<file path="src/rtl/game_pkg.sv">
// Shared definitions for the dot-matrix game round logic.
//   state_t       : round state encoding (IDLE/PLAY/OVER)
//   POSE_W        : width of a boss/player pose code
//   VAL_W         : width of the score/time display values
//   DEF_GAME_SECS : default round length in seconds
//   DEF_MAX_SCORE : default score saturation value
//   DISP_LIMIT    : largest value the two-digit 7-segment display can show
package game_pkg;

  typedef enum logic [1:0] {
    IDLE = 2'd0,
    PLAY = 2'd1,
    OVER = 2'd2
  } state_t;

  localparam int unsigned POSE_W        = 2;
  localparam int unsigned VAL_W         = 7;
  localparam int unsigned DEF_GAME_SECS = 30;
  localparam int unsigned DEF_MAX_SCORE = 99;
  localparam int unsigned DISP_LIMIT    = 99;

endpackage

</file>
<file path="src/rtl/tick_prescaler.sv">
// Game-second prescaler: counts 0..SEC_DIV-1 while enabled and pulses o_tick
// in the cycle the count wraps back to 0.
//   clk    in  system clock
//   rst_n  in  asynchronous active-low reset
//   i_en   in  count enable
//   i_clr  in  synchronous clear (dominates enable)
//   o_tick out one-cycle pulse at terminal count
module tick_prescaler #(
  parameter int unsigned SEC_DIV = 50_000_000
) (
  input  logic clk,
  input  logic rst_n,
  input  logic i_en,
  input  logic i_clr,
  output logic o_tick
);

  localparam int unsigned CNT_W = (SEC_DIV > 1) ? $clog2(SEC_DIV) : 1;
  localparam logic [CNT_W-1:0] TERM = CNT_W'(SEC_DIV - 1);

  logic [CNT_W-1:0] r_cnt;

  assign o_tick = i_en && !i_clr && (r_cnt == TERM);

  always_ff @(posedge clk or negedge rst_n) begin
    if (!rst_n) begin
      r_cnt <= '0;
    end else if (i_clr) begin
      r_cnt <= '0;
    end else if (i_en) begin
      r_cnt <= o_tick ? '0 : r_cnt + CNT_W'(1);
    end
  end

endmodule

</file>
<file path="src/rtl/game_round_ctrl.sv">
// Round sequencer for the boss/player dot-matrix game: IDLE/PLAY/OVER state
// machine, per-second countdown and match-hold scoring timer.
//   clk          in  system clock
//   reset        in  asynchronous active-low reset
//   go           in  start/restart request (level, rising edge used)
//   boss_state   in  boss current pose
//   player_state in  player current pose
//   start        out high in PLAY and OVER
//   finish       out high in OVER
//   correct      out PLAY and poses equal
//   add          out one-cycle score pulse
//   sec_tick     out one-cycle pulse per game second (PLAY only)
//   time_left    out remaining seconds
//   score        out points this round (saturating)
module game_round_ctrl
  import game_pkg::*;
#(
  parameter int unsigned SEC_DIV     = 50_000_000,
  parameter int unsigned GAME_SECS   = DEF_GAME_SECS,
  parameter int unsigned HOLD_CYCLES = 1000,
  parameter int unsigned MAX_SCORE   = DEF_MAX_SCORE
) (
  input  logic              clk,
  input  logic              reset,
  input  logic              go,
  input  logic [POSE_W-1:0] boss_state,
  input  logic [POSE_W-1:0] player_state,
  output logic              start,
  output logic              finish,
  output logic              correct,
  output logic              add,
  output logic              sec_tick,
  output logic [VAL_W-1:0]  time_left,
  output logic [VAL_W-1:0]  score
);

  localparam int unsigned HOLD_W = $clog2(HOLD_CYCLES + 1);
  localparam logic [HOLD_W-1:0] HOLD_TERM = HOLD_W'(HOLD_CYCLES - 1);
  localparam logic [VAL_W-1:0]  SECS_V    = VAL_W'(GAME_SECS);
  localparam logic [VAL_W-1:0]  MAX_V     = VAL_W'(MAX_SCORE);

  state_t             r_state;
  state_t             w_next;
  logic               r_go_q;
  logic               r_live;
  logic [HOLD_W-1:0]  r_hold;
  logic               r_add;
  logic [VAL_W-1:0]   r_time;
  logic [VAL_W-1:0]   r_score;
  logic               w_play;
  logic               w_tick;
  logic               w_go_rise;
  logic               w_load;
  logic               w_last;

  // r_live is low only in the first cycle after reset release, so a go held
  // high across reset is not mistaken for a fresh press.
  assign w_go_rise = go && !r_go_q && r_live;
  assign w_play    = (r_state == PLAY);
  assign w_load    = w_go_rise && !w_play;
  assign w_last    = w_tick && (r_time == VAL_W'(1));

  tick_prescaler #(
    .SEC_DIV (SEC_DIV)
  ) u_prescaler (
    .clk    (clk),
    .rst_n  (reset),
    .i_en   (w_play),
    .i_clr  (!w_play),
    .o_tick (w_tick)
  );

  always_ff @(posedge clk or negedge reset) begin
    if (!reset) r_state <= IDLE;
    else        r_state <= w_next;
  end

  always_comb begin
    w_next  = r_state;
    start   = 1'b0;
    finish  = 1'b0;
    correct = 1'b0;
    case (r_state)
      IDLE: begin
        if (w_go_rise) w_next = PLAY;
      end
      PLAY: begin
        start   = 1'b1;
        correct = (boss_state == player_state);
        if (w_last) w_next = OVER;
      end
      OVER: begin
        start  = 1'b1;
        finish = 1'b1;
        if (w_go_rise) w_next = PLAY;
      end
      default: w_next = IDLE;
    endcase
  end

  always_ff @(posedge clk or negedge reset) begin
    if (!reset) begin
      r_go_q  <= 1'b0;
      r_live  <= 1'b0;
      r_hold  <= '0;
      r_add   <= 1'b0;
      r_time  <= SECS_V;
      r_score <= '0;
    end else begin
      r_go_q <= go;
      r_live <= 1'b1;

      if (w_load)                         r_time <= SECS_V;
      else if (w_tick && r_time != '0)    r_time <= r_time - VAL_W'(1);

      if (w_load)                         r_score <= '0;
      else if (r_add && r_score < MAX_V)  r_score <= r_score + VAL_W'(1);

      // A match completing in the final PLAY cycle would pulse add in OVER,
      // so that point is dropped and the timer cleared instead.
      if (correct && !w_last) begin
        if (r_hold == HOLD_TERM) begin
          r_hold <= '0;
          r_add  <= 1'b1;
        end else begin
          r_hold <= r_hold + HOLD_W'(1);
          r_add  <= 1'b0;
        end
      end else begin
        r_hold <= '0;
        r_add  <= 1'b0;
      end
    end
  end

  assign add       = r_add;
  assign sec_tick  = w_tick;
  assign time_left = r_time;
  assign score     = r_score;

  a_disp_limits: assert property (@(posedge clk)
    (GAME_SECS >= 1) && (GAME_SECS <= DISP_LIMIT) && (MAX_SCORE <= DISP_LIMIT));

endmodule
</file>
<file path="config.mk">
export PLATFORM = sky130hd
export DESIGN_NAME = game_round_ctrl
export DESIGN_NICKNAME = d
export VERILOG_FILES = /design/src/rtl/game_pkg.sv /design/src/rtl/tick_prescaler.sv /design/src/rtl/game_round_ctrl.sv
export SDC_FILE = /design/constraint.sdc
export NUM_CORES = 1
export LEC_CHECK = 0
export CAP_MARGIN = 40
export CORE_MARGIN = 2
export CORE_UTILIZATION = 57
export DETAILED_ROUTE_END_ITERATION = 12
export GPL_TIMING_DRIVEN = 0
export PLACE_DENSITY_LB_ADDON = 0.2
export SYNTH_ARGS = -nofsm -noshare
export SYNTH_HDL_FRONTEND = slang
export SYNTH_SLANG_ARGS = --single-unit
</file>
<file path="constraint.sdc">
create_clock -name clk -period 2.4 [get_ports clk]
set_input_delay 0.48 -clock clk [delete_from_list [all_inputs] [get_ports clk]]
set_output_delay 0.48 -clock clk [all_outputs]
set_load 0.05 [all_outputs]
</file>
==> impl_metrics.json, run 1 <==
{
  "violations": "negative setup slack",
  "end_kind": "output port",
  "cts.sinks": 55,
  "timing.rr.start": "u_prescaler.r_cnt[8]$_DFF_PN0_",
  "syn_inst": 296,
  "reg2reg_depth": 6,
  "core_region_area_um2": 5040,
  "antenna_cells": 0,
  "initial_core_util": 0.581,
  "slew_headroom": 0.616,
  "power_uw": 1550,
  "p_sw_uw": 335,
  "path_clk_slew_ps": 100,
  "syn_area_um2": 2930,
  "syn_nets": 312,
  "drv_cap": 0,
  "final_area_um2": 3500,
  "seqPwrFrac": 0.603,
  "grt_max_degree": 36,
  "leakage_uw": 0.00140,
  "p_comb_frac": 0.036,
  "antenna_found_initial": 0,
  "finalHoldViolations": 0,
  "vias_per_cell": 5.74,
  "vias": 2370,
  "numCtsBuffers": 5,
  "grt_pass1_wl_um": 9890,
  "layout_commonest_cell": "dfrtp_1",
  "synth_xor_area_frac": 0.0778,
  "cp_max_fo": 3,
  "synthMuxAreaShare": 0.0205,
  "worstPathRequired_ps": 1920,
  "track_usage": 0.227,
  "synth_compound_area_frac": 0.101,
  "layout.nets": 358,
  "clock-root-buffer": "clkbuf_8",
  "drtIter0Drc": 194,
  "wl_per_cell_um": 14.7,
  "clkPwrFrac": 0.362,
  "worst_pin_slew_ps": 571,
  "die_h_um": 75.7,
  "syn_area_per_cell_um2": 9.89,
  "place_congestion": 0.876,
  "drive_above_1_share": 0.131,
  "synth_top_flop_cell": "dfrtp_1",
  "fin_worst_skew_ps": 6.83,
  "ys_types": 45,
  "hold_path_class": "input pin to asynchronous set/reset pin",
  "synth-seq-cells": 55,
  "final_cell_mix": "dfrtp_1 (51), nor2_1 (27), clkdlybuf4s50_1 (20), nand2_1 (17), nor3_1 (17)",
  "cellInternalPower_uw": 1210,
  "swShare": 0.216,
  "ys_warn_count": 0,
  "area_delta_synth_final_pct": 19.4,
  "finalCritPeriodShare": 1.06,
  "fin_hold_ws_ps": 116,
  "start_kind": "register",
  "reg2reg_slack_ps": 70,
  "synth_fa_ha_area_frac": 0.0385,
  "ys_seq_area_frac": 0.472,
  "io_buffers": 25,
  "path_class": "register to output port",
  "worstPathArrival_ps": 2070,
  "post-route-min-period_ps": 2550,
  "ys_async_sr_fraction": 1.00,
  "cts_tree": "yes",
  "yosysTopAreaCell": "dfrtp_1",
  "setup_tns_ps": -147,
  "powerDensity_nw_per_um2": 443,
  "synth_edf_count": 0,
  "insertion_delay_ps": 310,
  "timing.fmax_ghz": 0.393,
  "regToRegEndpoint": "u_prescaler.r_cnt[7]$_DFF_PN0_",
  "drt_wl_total_um": 6090,
  "status": "finished, violations left",
  "die_w_um": 75.7,
  "drt_first_pass_iters": 4,
  "yosys.area_share.simple": 0.259,
  "drc": 0,
  "grt_pass1_vias": 2109,
  "setup_viol": 1,
  "num_rows": 26,
  "ios": 26,
  "gr-total-overflow": 0,
  "ant_nets": 0,
  "place_area_um2": 3290,
  "worst_ir_drop_vdd_uv": 303,
  "dieArea_um2": 5730,
  "synth_top_family_by_area": "simple AND/OR/NAND/NOR gates",
  "final_core_util": 0.694,
  "htreeDepth": 2,
  "fin_ws_ps": -147,
  "clockBufferDepth": 2,
  "slew_viol_final": 0,
  "dp_hpwl_um": 4170,
  "synthTopCellsByArea": "dfrtp_1 (44%), xnor2_1 (4.2%), ha_1 (3.8%)",
  "grt_setup_unrepaired": "true",
  "nFillCells": 378,
  "synth_top_area_frac": 0.436
}
==> stage by stage <==
step,std cells,worst slack [ps]
2_1_floorplan,296,35.5
6_report,413,-147
4_1_cts,407,-218
5_1_grt,413,-213
3_5_place_dp,392,-739
3_3_place_gp,391,-813
==> synthesized netlist by cell type, types with 9 or more instances <==
| cell | n |
|---|---|
| xnor2_1 | 14 |
| inv_1 | 11 |
| xor2_1 | 12 |
| o21ai_0 | 10 |
| ha_1 | 9 |
| nor2_1 | 28 |
| nand3_1 | 10 |
| nand4_1 | 10 |
| or4_1 | 14 |
| a21oi_1 | 14 |
| or3_1 | 10 |
| nor3_1 | 17 |
| dfrtp_1 | 51 |
| nand2_1 | 17 |
==> cell families (layout without fill, tap and decap cells) <==
group | count (synthesis) | count (layout)
muxes | 6 | 6
buffers and inverters | 20 | 67
other | 1 | 1
and+or+nand+nor | 134 | 134
AOI/OAI and AO/OA | 45 | 45
adders and majority gates | 9 | 9
xor gates and xnor gates | 26 | 26
DFF | 55 | 55
==> final cells by class <==
type                            instances  area (um^2)  area share
Multi-Input combinational cell        221         1470       0.421
Sequential cell                        55         1380       0.395
Timing Repair Buffer                   40          365       0.104
Clock buffer                            8          100      0.0286
Tap cell                               70         87.6      0.0250
Buffer                                  8         47.5      0.0136
Inverter                               11         41.3      0.0118
==> routing by layer <==
metal	global-route usage	routed length [um]	vias up
li1	-	-	1162
met1	0.335	2890	1156
met2	0.347	2930	46
met3	0.0397	202	6
met4	0.0624	61	0
met5	0	0	-
==> flip-flops by register name, indices dropped and copies added, names as in the netlist <==
| register | count |
|---|---|
| add | 1 |
| r_go_q | 1 |
| r_hold | 10 |
| r_live | 1 |
| r_state | 2 |
| score | 7 |
| time_left | 7 |
| u_prescaler.r_cnt | 26 |
==> power by group through the flow <==
stage	clock [uW]	combinational (uW)	sequential, uW
after detailed placement	0	58.8	952
after CTS	575	57.4	934
after global placement	0	55.4	952
after floorplan	0	20.2	951
final	561	55.1	934
after global routing	608	62.5	934
==> critical path, stage by stage, from the launching register on <==
cell and delay, ps:
dfrtp_1 390, or4_4 530, or4_4 520, nor2_4 150, buf_6 170
==> how the worst max path moves through the flow <==
stage,end,start,slack (ps),depth (start not counted)
2_1_floorplan,sec_tick,u_prescaler.r_cnt[11]$_DFF_PN0_,40,4
3_3_place_gp,r_hold[8]$_DFF_PN0_,reset,-810,1
3_5_place_dp,sec_tick,u_prescaler.r_cnt[11]$_DFF_PN0_,-740,5
4_1_cts,sec_tick,u_prescaler.r_cnt[10]$_DFF_PN0_,-220,5
5_1_grt,sec_tick,u_prescaler.r_cnt[8]$_DFF_PN0_,-210,4
6_report,sec_tick,u_prescaler.r_cnt[8]$_DFF_PN0_,-150,4
==> repair_timing <==
item	4_1_cts	5_1_grt
pin swaps	2	3
resized for setup	19	5
endpoints found under the setup margin	3	37
buffers inserted	7	7
cloned	0	1
hold buffers	0	0
Power figures use the tool's default switching activity.
==> run 2: changes to the inputs <==
Settings changed: CTS_CLUSTER_SIZE set to 12, SKIP_LAST_GASP set to 1.
Clock period 2.4 ns to 2.6 ns, I/O delays scaled along.
==> impl_metrics.json, run 2 (same netlist as run 1, synthesis figures left out) <==
{
  "setup_viol": 1,
  "worst_pin_slew_ps": 545,
  "nFillCells": 412,
  "drtIter0Drc": 129,
  "initial_core_util": 0.581,
  "htreeDepth": 2,
  "worstPathArrival_ps": 2100,
  "status": "finished, violations left",
  "seqCellArea_um2": 1380,
  "antenna_found_initial": 0,
  "met1_usage": 0.327,
  "slew_viol_final": 0,
  "numCtsBuffers": 5,
  "grt_pass1_vias": 2162,
  "top_regs": "u_prescaler.r_cnt: 26 flops, r_hold: 10 flops",
  "cts.sinks": 55,
  "ios": 26,
  "drv_cap": 0,
  "dieArea_um2": 5730,
  "die_w_um": 75.7,
  "power_uw": 1430,
  "multiInputGateArea_um2": 1470,
  "place_congestion": 0.872,
  "grt_setup_unrepaired": "true",
  "largest_reg_flops": 26,
  "grt-busiest-layer": "met2",
  "layout.nets": 349,
  "clock-root-buffer": "clkbuf_8",
  "fin_worst_skew_ps": 9.88,
  "track_usage": 0.229,
  "path_common_cell": "or4_4",
  "worstPathCellList": "or4_4 -> or4_4 -> nor2_4 -> buf_8",
  "worstPathRequired_ps": 2080,
  "critPathSlowestCell": "or4_4",
  "layout_commonest_cell": "dfrtp_1",
  "antenna_cells": 0,
  "wl_per_cell_um": 14.9,
  "hold_path_class": "input pin to asynchronous set/reset pin",
  "cp_max_fo": 3,
  "largest_register": "u_prescaler.r_cnt",
  "vias": 2357,
  "postCtsHoldBufs": 0,
  "cts_tree": "yes",
  "drt_first_pass_iters": 4,
  "path_clk_slew_ps": 100,
  "start_kind": "register",
  "core_region_area_um2": 5040,
  "grt_max_degree": 36,
  "clockBufferDepth": 2,
  "final_core_util": 0.681,
  "area_delta_synth_final_pct": 17.4,
  "finalCritPeriodShare": 1.01,
  "violations": "negative setup slack",
  "gr-total-overflow": 0,
  "slew_headroom": 0.633,
  "io_buffers": 25,
  "fin_ws_ps": -22.0,
  "worst_ir_drop_vdd_uv": 261,
  "dp_slack_ps": -628,
  "drt_wl_total_um": 6010,
  "ant_nets": 0,
  "final_cell_mix": "dfrtp_1 (50), nor2_1 (27), clkdlybuf4s50_1 (22), nand2_1 (17), nor3_1 (17)",
  "vias_per_cell": 5.83,
  "finalHoldViolations": 0,
  "leakage_uw": 0.00133,
  "use_met3": 0.0476,
  "post-route-min-period_ps": 2620,
  "num_rows": 26,
  "cpPeakStageDelay_ps": 530,
  "dp_hpwl_um": 4130,
  "path_class": "register to output port",
  "grt_pass1_wl_um": 10000,
  "end_kind": "output port",
  "drive_above_1_share": 0.105,
  "reg2reg_slack_ps": 250,
  "drc": 0,
  "grt_use_met2": 0.358,
  "insertion_delay_ps": 310,
  "die_h_um": 75.7,
  "powerDensity_nw_per_um2": 418,
  "timing.fmax_ghz": 0.381
}
==> run 2: what timing repair did <==
item / in CTS / in global routing
pin swaps: 3 / 3
endpoints found under the setup margin: 2 / 1
buffers inserted: 4 / 1
endpoints found under the hold margin: 0 / 0
resized for setup: 17 / 3
==> run 2: worst max-delay path, delay by kind of cell (launching register included) <==
family,cells,cell delay (ps)
buffers and inverters,1,150
AND/OR/NAND/NOR,3,1210
flip-flops,1,420
==> run 2: metal layers <==
layer	vias up	wire (um)
li1	1142	-
met1	1164	2930
met2	46	2860
met3	5	167
met4	0	54
met5	-	0
==> run 2: power breakdown <==
group	switching, uW	leakage, uW	total, uW	internal [uW]
Clock	277	0.0000515	521	244
Combinational	33.6	0.000603	52.2	18.6
Sequential	2.30	0.000680	862	859
Total	313	0.00133	1430	1120
==> run 2: cell type report <==
class / instances / share of cell area
plain buffers: 8 / 0.0127
well taps: 70 / 0.0255
flip-flops and latches: 55 / 0.402
clock buffers: 8 / 0.0291
repair buffers: 31 / 0.0899
inverters: 11 / 0.0120
multi-input cells: 221 / 0.428
==> run 2: per-stage QoR <==
stage	TNS [ps]	instance area [um^2]	hold WS, ps	instances
floorplan	0	2930	224	296
global placement	-34230	3270	454	391
detailed placement	-756	3280	459	392
CTS	-55.4	3440	170	404
global route	-91.6	3440	178	404
finish	-22.0	3440	151	404
==> run 2: worst paths after layout <==
kind,from,depth (start not counted),end
max,u_prescaler.r_cnt[11]$_DFF_PN0_,4,sec_tick
min in group clk,u_prescaler.r_cnt[0]$_DFF_PN0_,1,u_prescaler.r_cnt[0]$_DFF_PN0_
max in group asynchronous,reset,2,time_left[3]$_DFFE_PN1P_
max reg2reg,u_prescaler.r_cnt[11]$_DFF_PN0_,6,u_prescaler.r_cnt[2]$_DFF_PN0_
min,reset,1,u_prescaler.r_cnt[3]$_DFF_PN0_
min reg2reg,u_prescaler.r_cnt[0]$_DFF_PN0_,1,u_prescaler.r_cnt[0]$_DFF_PN0_
==> run 3: changes to the inputs <==
Settings changed: GPL_TIMING_DRIVEN 0 to unset.
==> impl_metrics.json, run 3 (same netlist as run 1, synthesis figures left out) <==
{
  "die_h_um": 75.7,
  "vias_per_cell": 5.74,
  "power_uw": 1480,
  "vias": 2284,
  "clkPwrFrac": 0.379,
  "ant_nets": 0,
  "grt_pass1_wl_um": 9580,
  "worstPathArrival_ps": 2050,
  "final_area_um2": 3420,
  "place_area_um2": 3290,
  "die_w_um": 75.7,
  "ios": 26,
  "cp_max_fo": 2,
  "worst_ir_drop_vdd_uv": 302,
  "status": "complete, no violations",
  "nFillCells": 403,
  "gr-total-overflow": 0,
  "end_kind": "output port",
  "insertion_delay_ps": 310,
  "grt_setup_unrepaired": "true",
  "place_congestion": 0.832,
  "dieArea_um2": 5730,
  "layout_commonest_cell": "dfrtp_1",
  "numCtsBuffers": 5,
  "largest_reg_flops": 26,
  "htreeDepth": 2,
  "track_usage": 0.218,
  "cts.sinks": 55,
  "slew_viol_final": 0,
  "clockBufferDepth": 2,
  "grt_pass1_vias": 2112,
  "antenna_found_initial": 0,
  "p_sw_uw": 306,
  "final_cell_mix": "dfrtp_1 (51), nor2_1 (27), clkdlybuf4s50_1 (22), nand2_1 (17), nor3_1 (17)",
  "worst_pin_slew_ps": 684,
  "core_region_area_um2": 5040,
  "start_kind": "register",
  "path_class": "register to output port",
  "drt_first_pass_iters": 6,
  "cts_tree": "yes",
  "initial_core_util": 0.581,
  "drive_above_1_share": 0.0884,
  "layout.nets": 343,
  "wl_per_cell_um": 14.4,
  "io_buffers": 25,
  "dp_hpwl_um": 3920,
  "p_comb_frac": 0.037,
  "seqPwrFrac": 0.584,
  "drv_cap": 0,
  "timing.fmax_ghz": 0.388,
  "clock-root-buffer": "clkbuf_8",
  "cellInternalPower_uw": 1170,
  "largest_register": "u_prescaler.r_cnt",
  "leakage_uw": 0.00132,
  "worstPathRequired_ps": 2080,
  "num_rows": 26,
  "critPathSlowestCell": "or4_1",
  "grt_max_degree": 56,
  "setup_viol": 0,
  "finalCritPeriodShare": 0.990,
  "hold_path_class": "input pin to asynchronous set/reset pin",
  "top_regs": "u_prescaler.r_cnt: 26 flops, r_hold: 10 flops",
  "finalHoldViolations": 0,
  "post-route-min-period_ps": 2570,
  "drtIter0Drc": 104,
  "fin_worst_skew_ps": 11.9,
  "area_delta_synth_final_pct": 16.9,
  "worstPathCellList": "or4_1 -> or4_4 -> nor2_4 -> buf_12",
  "drt_wl_total_um": 5730,
  "slew_headroom": 0.544,
  "path_clk_slew_ps": 90,
  "powerDensity_nw_per_um2": 431,
  "cpPeakStageDelay_ps": 530,
  "dp_slack_ps": 189,
  "swShare": 0.208,
  "fin_ws_ps": 26.0,
  "drc": 0,
  "antenna_cells": 0
}
## run 3: routing by layer
metal	GRT usage	wire, um	up-vias	share of wire
met2	0.358	2790	28	0.49
met3	0.0397	126	5	0.022
li1	-	-	1136	-
met4	0.0526	56	0	0.0098
met5	0	0	-	0
met1	0.303	2760	1115	0.48
## run 3: final timing paths
check	from	endpoint	slack, ps	cells past startpoint
max	u_prescaler.r_cnt[11]$_DFF_PN0_	sec_tick	30	4
min	reset	u_prescaler.r_cnt[12]$_DFF_PN0_	320	2
max reg2reg	u_prescaler.r_cnt[11]$_DFF_PN0_	time_left[5]$_DFFE_PN0P_	230	5
min reg2reg	u_prescaler.r_cnt[0]$_DFF_PN0_	u_prescaler.r_cnt[0]$_DFF_PN0_	460	1
max in group asynchronous	reset	add$_DFF_PN0_	1810	2
min in group clk	u_prescaler.r_cnt[0]$_DFF_PN0_	u_prescaler.r_cnt[0]$_DFF_PN0_	460	1
## run 3: layout make-up
class / instances / area, um^2 / share of cell area
Clock inverter: 1 / 30.0 / 0.00878
Sequential cell: 55 / 1380 / 0.404
Multi-Input combinational cell: 221 / 1470 / 0.429
Inverter: 11 / 41.3 / 0.0121
Timing Repair Buffer: 33 / 338 / 0.0987
Clock buffer: 7 / 76.3 / 0.0223
Tap cell: 70 / 87.6 / 0.0256
## run 3: worst max-delay path: cells and delay by family (launching register included)
kind / cells / cell delay [ps]
AND/OR/NAND/NOR: 3 / 1190
buffers and inverters: 1 / 150
flip-flops: 1 / 400
## run 3: through the flow
stage               utilization  std cells  hold slack (ps)  TNS [ps]
floorplan                     -        296              224         0
global placement          0.653        388              447         0
global route              0.679        398              384     -13.4
detailed placement        0.653        388              449         0
finish                    0.679        398              324         0
CTS                       0.679        398              348         0
## run 3: power by group through the flow
stage	clock network (uW)	logic [uW]	registers [uW]
4_1_cts	569	56.0	862
3_5_place_dp	0	55.7	879
3_3_place_gp	0	55.4	878
2_1_floorplan	0	18.7	878
6_report	559	54.5	862
5_1_grt	604	60.9	863
## run 3: timing repair
item                                   4_1_cts  5_1_grt
setup endpoints to repair                    1        1
endpoints found under the hold margin        0        0
pin swaps                                    1        0
cloned                                       0        0
gates resized for setup                      2        0
hold buffers                                 0        0
buffers inserted                             2        0
